File: config.mk
export PLATFORM = sky130hd
export DESIGN_NAME = seg7_scan_reader
export DESIGN_NICKNAME = d
export VERILOG_FILES = /design/src/rtl/seg7_scan_reader.sv
export SDC_FILE = /design/constraint.sdc
export NUM_CORES = 1
export LEC_CHECK = 0
export ABC_AREA = 1
export CORE_MARGIN = 1
export CORE_UTILIZATION = 39
export DETAILED_ROUTE_END_ITERATION = 8
export GPL_ROUTABILITY_DRIVEN = 0
export PLACE_DENSITY_LB_ADDON = 0.15
export SYNTH_ARGS = -nofsm -noshare
export SYNTH_HDL_FRONTEND = slang
export SYNTH_SLANG_ARGS = --single-unit
export TNS_END_PERCENT = 30
File: constraint.sdc
create_clock -name CLOCK_50 -period 1.55 [get_ports CLOCK_50]
set_input_delay 0.31 -clock CLOCK_50 [delete_from_list [all_inputs] [get_ports CLOCK_50]]
set_output_delay 0.31 -clock CLOCK_50 [all_outputs]
set_load 0.05 [all_outputs]
File: src/rtl/seg7_scan_reader.sv
// rtl/seg7_scan_reader.sv - recovers BCD digits from a multiplexed active-low seven-segment bus
//
// Purpose: samples seg_in/dig_sel on each sample_en strobe and accepts a
// pattern once the same (pattern, select) pair has been seen on STABLE_CNT
// consecutive strobes. Accepted patterns are decoded into bcd_out; blanks and
// undecodable patterns are reported as 4'hF / 4'hE.
//
// Ports:
//   CLOCK_50    in   system clock, rising edge
//   reset       in   synchronous active-high reset
//   seg_in      in   [6:0] segment pattern, active-low, bit0=a .. bit6=g
//   dig_sel     in   [1:0] digit currently driven on seg_in
//   sample_en   in   sample strobe
//   clr_err     in   clears err (a new error in the same cycle wins)
//   bcd_out     out  [4*NUM_DIGITS-1:0] decoded digits, digit i at [4i+3:4i]
//   digit_valid out  [NUM_DIGITS-1:0] digit holds an accepted BCD value
//   upd         out  one-cycle pulse on every accept
//   upd_idx     out  [1:0] digit index of the last accept
//   err         out  sticky flag for an accepted non-BCD, non-blank pattern

module seg7_scan_reader #(
    parameter int NUM_DIGITS = 4,
    parameter int STABLE_CNT = 3
) (
    input  logic                      CLOCK_50,
    input  logic                      reset,
    input  logic [6:0]                seg_in,
    input  logic [1:0]                dig_sel,
    input  logic                      sample_en,
    input  logic                      clr_err,
    output logic [4*NUM_DIGITS-1:0]   bcd_out,
    output logic [NUM_DIGITS-1:0]     digit_valid,
    output logic                      upd,
    output logic [1:0]                upd_idx,
    output logic                      err
);

    localparam logic [2:0] LP_NUM_DIGITS = 3'(NUM_DIGITS);
    localparam logic [3:0] LP_STABLE     = 4'(STABLE_CNT);

    typedef enum logic [1:0] {
        ST_IDLE  = 2'd0,
        ST_TRACK = 2'd1,
        ST_HOLD  = 2'd2
    } state_t;

    state_t     r_state;
    state_t     w_state_nxt;
    logic [6:0] r_last_pat;
    logic [1:0] r_last_sel;
    logic [3:0] r_cnt;
    logic [3:0] w_cnt_nxt;

    logic       w_in_range;
    logic       w_match;
    logic       w_load;
    logic       w_accept;

    logic [3:0] w_dec_bcd;
    logic       w_dec_ok;
    logic       w_dec_blank;
    logic       w_new_err;

    // Tracker next-state logic. Every path that (re)starts a run goes
    // through w_load so the single-strobe acceptance case stays in one place.
    always_comb begin
        w_state_nxt = r_state;
        w_cnt_nxt   = r_cnt;
        w_load      = 1'b0;
        w_accept    = 1'b0;
        w_in_range  = ({1'b0, dig_sel} < LP_NUM_DIGITS);
        w_match     = (seg_in == r_last_pat) && (dig_sel == r_last_sel);

        if (sample_en) begin
            if (!w_in_range) begin
                // Out-of-range select breaks any run but touches no output.
                w_state_nxt = ST_IDLE;
                w_cnt_nxt   = 4'd0;
            end else begin
                case (r_state)
                    ST_IDLE: begin
                        w_load = 1'b1;
                    end
                    ST_TRACK: begin
                        if (w_match) begin
                            // cnt < STABLE_CNT while tracking, so +1 cannot wrap.
                            w_cnt_nxt = r_cnt + 4'd1;
                            if ((r_cnt + 4'd1) == LP_STABLE) begin
                                w_accept    = 1'b1;
                                w_state_nxt = ST_HOLD;
                            end
                        end else begin
                            w_load = 1'b1;
                        end
                    end
                    ST_HOLD: begin
                        // Matching strobes in HOLD are absorbed: cnt stays
                        // saturated and no repeated upd is produced.
                        if (!w_match) begin
                            w_load = 1'b1;
                        end
                    end
                    default: begin
                        w_state_nxt = ST_IDLE;
                        w_cnt_nxt   = 4'd0;
                    end
                endcase

                if (w_load) begin
                    w_cnt_nxt = 4'd1;
                    if (LP_STABLE == 4'd1) begin
                        w_accept    = 1'b1;
                        w_state_nxt = ST_HOLD;
                    end else begin
                        w_state_nxt = ST_TRACK;
                    end
                end
            end
        end
    end

    // Decoder works on the live bus: on an accepting strobe seg_in/dig_sel
    // equal the tracked pair (or are the freshly loaded pair when
    // STABLE_CNT is 1), so no extra register stage is needed.
    always_comb begin
        w_dec_bcd   = 4'hE;
        w_dec_ok    = 1'b1;
        w_dec_blank = 1'b0;
        case (seg_in)
            7'h40:   w_dec_bcd = 4'd0;
            7'h79:   w_dec_bcd = 4'd1;
            7'h24:   w_dec_bcd = 4'd2;
            7'h30:   w_dec_bcd = 4'd3;
            7'h19:   w_dec_bcd = 4'd4;
            7'h12:   w_dec_bcd = 4'd5;
            7'h02:   w_dec_bcd = 4'd6;
            7'h78:   w_dec_bcd = 4'd7;
            7'h00:   w_dec_bcd = 4'd8;
            // The companion driver blanks segment d for 9, so accept both.
            7'h10,
            7'h18:   w_dec_bcd = 4'd9;
            7'h7F: begin
                w_dec_bcd   = 4'hF;
                w_dec_ok    = 1'b0;
                w_dec_blank = 1'b1;
            end
            default: begin
                w_dec_bcd = 4'hE;
                w_dec_ok  = 1'b0;
            end
        endcase
        w_new_err = w_accept && !w_dec_ok && !w_dec_blank;
    end

    always_ff @(posedge CLOCK_50) begin
        if (reset) begin
            r_state    <= ST_IDLE;
            r_cnt      <= 4'd0;
            r_last_pat <= 7'h7F;
            r_last_sel <= 2'd0;
        end else begin
            r_state <= w_state_nxt;
            r_cnt   <= w_cnt_nxt;
            if (w_load) begin
                r_last_pat <= seg_in;
                r_last_sel <= dig_sel;
            end
        end
    end

    always_ff @(posedge CLOCK_50) begin
        if (reset) begin
            bcd_out     <= {NUM_DIGITS{4'hF}};
            digit_valid <= '0;
            upd         <= 1'b0;
            upd_idx     <= 2'd0;
            err         <= 1'b0;
        end else begin
            upd <= w_accept;
            if (w_accept) begin
                upd_idx <= dig_sel;
                for (int i = 0; i < NUM_DIGITS; i++) begin
                    if (dig_sel == 2'(i)) begin
                        bcd_out[4*i +: 4] <= w_dec_bcd;
                        digit_valid[i]    <= w_dec_ok;
                    end
                end
            end
            // A fresh error takes priority over a simultaneous clear.
            if (w_new_err) begin
                err <= 1'b1;
            end else if (clr_err) begin
                err <= 1'b0;
            end
        end
    end

endmodule

==> results.json <==
{
  "commonest_cells_in_the_synthesized_netlist": "nand2_1 (70), dfxtp_1 (39), nand3_1 (30)",
  "detail-route-antenna-nets": 0,
  "ctsLongestPathBuffers": 2,
  "h_tree_depth": 2,
  "cts_tree": "built",
  "cp-end-kind": "flop",
  "ys_async_sr_fraction": 0,
  "rsz0062_at_grt": "true",
  "clkSinkCount": 39,
  "worstPathMaxFanout": 4,
  "drive_above_1_share": 0.3370,
  "design.final.nets": 380,
  "skew_final_ns": 0.005436,
  "highest_layer": "met4",
  "via_count": 2010,
  "critical_path_startpoint_category": "flop",
  "die_span_in_x_um": 74.34,
  "area_growth_from_synthesis_to_layout_pct": 55.12,
  "timing.final.crit_period_ns": 1.806,
  "synth.area.top_cells": "dfxtp_1 (38%), nand2_1 (13%), nand3_1 (7.4%)",
  "ys_dominant_reg_cell": "dfxtp_1",
  "hold_violations": 0,
  "synth_top_family_by_area": "simple AND/OR/NAND/NOR gates",
  "synth-seq-cells": 39,
  "critPathKind": "flop to flop",
  "clkSlewWorstSetupHoldPaths_ns": 0.09,
  "wirelength_routed_um": 5247,
  "yosys.area_share.adder": 0.03679,
  "worstSkewPairLatency_ns": 0.30,
  "die_y_um": 74.34,
  "synthDistinctLibCells": 31,
  "synthSimpleGateAreaFrac": 0.3991,
  "drc_errors": 0,
  "static-leakage-power_uw": 0.001554,
  "drv_cap": 0,
  "totalNegativeSetupSlack_ns": -5.068,
  "powerDensity_nw_per_um2": 906.4,
  "finalSetupViolations": 33,
  "antennaDiodeCount": 0,
  "yosysSeqAreaShare": 0.3826,
  "grt_antenna_before_repair": 0,
  "crit_arrival_ns": 2.05,
  "failed_checks": "setup timing",
  "required_time_at_the_endpoint_of_the_critical_path_ns": 1.79,
  "post_cts_hold_buffer_count": 0,
  "met2_wirelength_um": 2416,
  "core_area_um2": 4880,
  "synth.largest_area_cell": "dfxtp_1",
  "tritoncts.num_buffers": 5,
  "synth_fp_nets": 294,
  "vias_per_cell": 4.685,
  "synth_xor_xnor_area_share": 0.03863,
  "maxSlewHeadroom": 0.7510,
  "synth-compound-area-share": 0.07051,
  "place.detailed.hpwl_um": 3860,
  "final_design_area_no_fill_um2": 3166,
  "synth_enable_flop_cells": 0,
  "routedWlPerCell_um": 12.23,
  "actual_slew_at_the_worst_max_slew_pin_ns": 0.3731,
  "timing.final.crit_share": 1.165,
  "ys_warn_count": 0,
  "placement_rows": 25,
  "postLayoutCoreUtil": 0.6487,
  "globalRouteTotalUtil": 0.2101,
  "via_count_of_the_first_global_routing_pass": 1913,
  "holdCritPathClass": "flop to flop",
  "slew_violations": 0,
  "start_util": 0.4182,
  "outcome": "finished with violations",
  "grt_first_pass_wirelength_um": 8811,
  "die_area_um2": 5526,
  "timing.hold.ws_ns": 0.4784,
  "post-synth-top-count-cell": "nand2_1",
  "max_clock_freq_mhz": 553.9,
  "buffer_ports.inserted": 36,
  "dpl_cell_area_um2": 2963,
  "drt_pre_antenna_iters": 4,
  "clock_tree.root_cell": "clkbuf_8",
  "overflow": 0,
  "synth_largest_type_area_fraction": 0.3826,
  "syn-instance-count": 275,
  "max-vdd-ir-drop_mv": 0.4324,
  "muxShareOfSynthArea": 0,
  "pin_count_of_the_biggest_net_entering_global_routing": 26,
  "syn_area_per_cell_um2": 7.421,
  "total_routed_wire_length_on_the_met1_layer_um": 2584,
  "timing.final.ws_setup_ns": -0.2555,
  "design.portCount": 37,
  "drt-initial-drc-count": 112,
  "met3RoutedLength_um": 178,
  "synthesis.area_um2": 2041
}
registers in the layout (all words and copies together), names as in the netlist:
signal,flops
err,1
upd,1
bcd_out,16
digit_valid,4
r_cnt,4
upd_idx,2
r_last_pat,7
r_last_sel,2
r_state,2
power by group:
| part | internal [uW] | switching [uW] |
|---|---|---|
| registers | 1110 | 88.4 |
| logic | 414 | 529 |
| clock network | 322 | 405 |
routing by layer:
layer | vias up | global-route usage
li1 | 1061 | -
met1 | 906 | 0.2827
met2 | 36 | 0.3424
met3 | 7 | 0.03659
met4 | 0 | 0.06918
met5 | - | 0
worst paths after layout:
path                                  from             end  slack, ns  cells after the start
worst min register to register  bcd_out[0]      bcd_out[0]       0.48                      2
worst min-delay path            bcd_out[0]      bcd_out[0]       0.48                      2
worst max register to register    r_cnt[0]  digit_valid[0]      -0.26                     10
worst max-delay path              r_cnt[0]  digit_valid[0]      -0.26                     10
cells in the final DEF, fill, tap and decap left out, types with 7 or more instances in the layout:
cell type      Yosys  routed
o211ai_1           7       7
inv_1             22      22
nand3_1           30      29
xnor2_1            8       7
dfxtp_1           39      34
buf_4              1      51
nor2_1            29      28
inv_2              8       8
buf_12             0      19
nand2_1           70      69
dlygate4sd2_1      0       9
per-stage QoR:
stage / setup slack [ns] / total power [uW] / instances
6_report: -0.2555 / 2869 / 429
5_1_grt: -0.3890 / 3043 / 429
4_1_cts: -0.3020 / 2882 / 429
3_5_place_dp: -0.7048 / 2078 / 415
3_3_place_gp: -0.6473 / 2065 / 415
2_1_floorplan: -0.1281 / 1780 / 275
worst max-delay path, cell delays in order (launching register included):
cell and delay (ns):
dfxtp_2 0.36, ha_4 0.16, xor2_1 0.15, nor2_1 0.11, nand2b_1 0.16, nor2_8 0.13, nand3_4 0.14, nor3_4 0.26
buf_4 0.17, nor2_1 0.04, nor2_1 0.08
what timing repair did:
action,in CTS,in global routing
setup endpoints to repair,39,39
buffers inserted,6,0
pin swaps,11,2
resized for setup,26,3
cells by family (layout without fill, tap and decap cells):
kind of cell | Yosys count | after routing
AOI/OAI and AO/OA | 23 | 23
adders and majority gates | 6 | 6
buffers and inverters | 37 | 124
and+or+nand+nor | 161 | 161
xor gates and xnor gates | 9 | 9
DFF | 39 | 39
final cells by class:
| cell class | instances | area (um2) |
|---|---|---|
| inverters | 31 | 117.6 |
| flip-flops and latches | 39 | 787.0 |
| clock buffers | 5 | 68.82 |
| repair buffers | 85 | 909.6 |
| multi-input cells | 199 | 1175 |
| clock inverters | 3 | 23.77 |
| well taps | 67 | 83.83 |
| fillers | 435 | 1714 |
(Power assumes the default switching activity.)
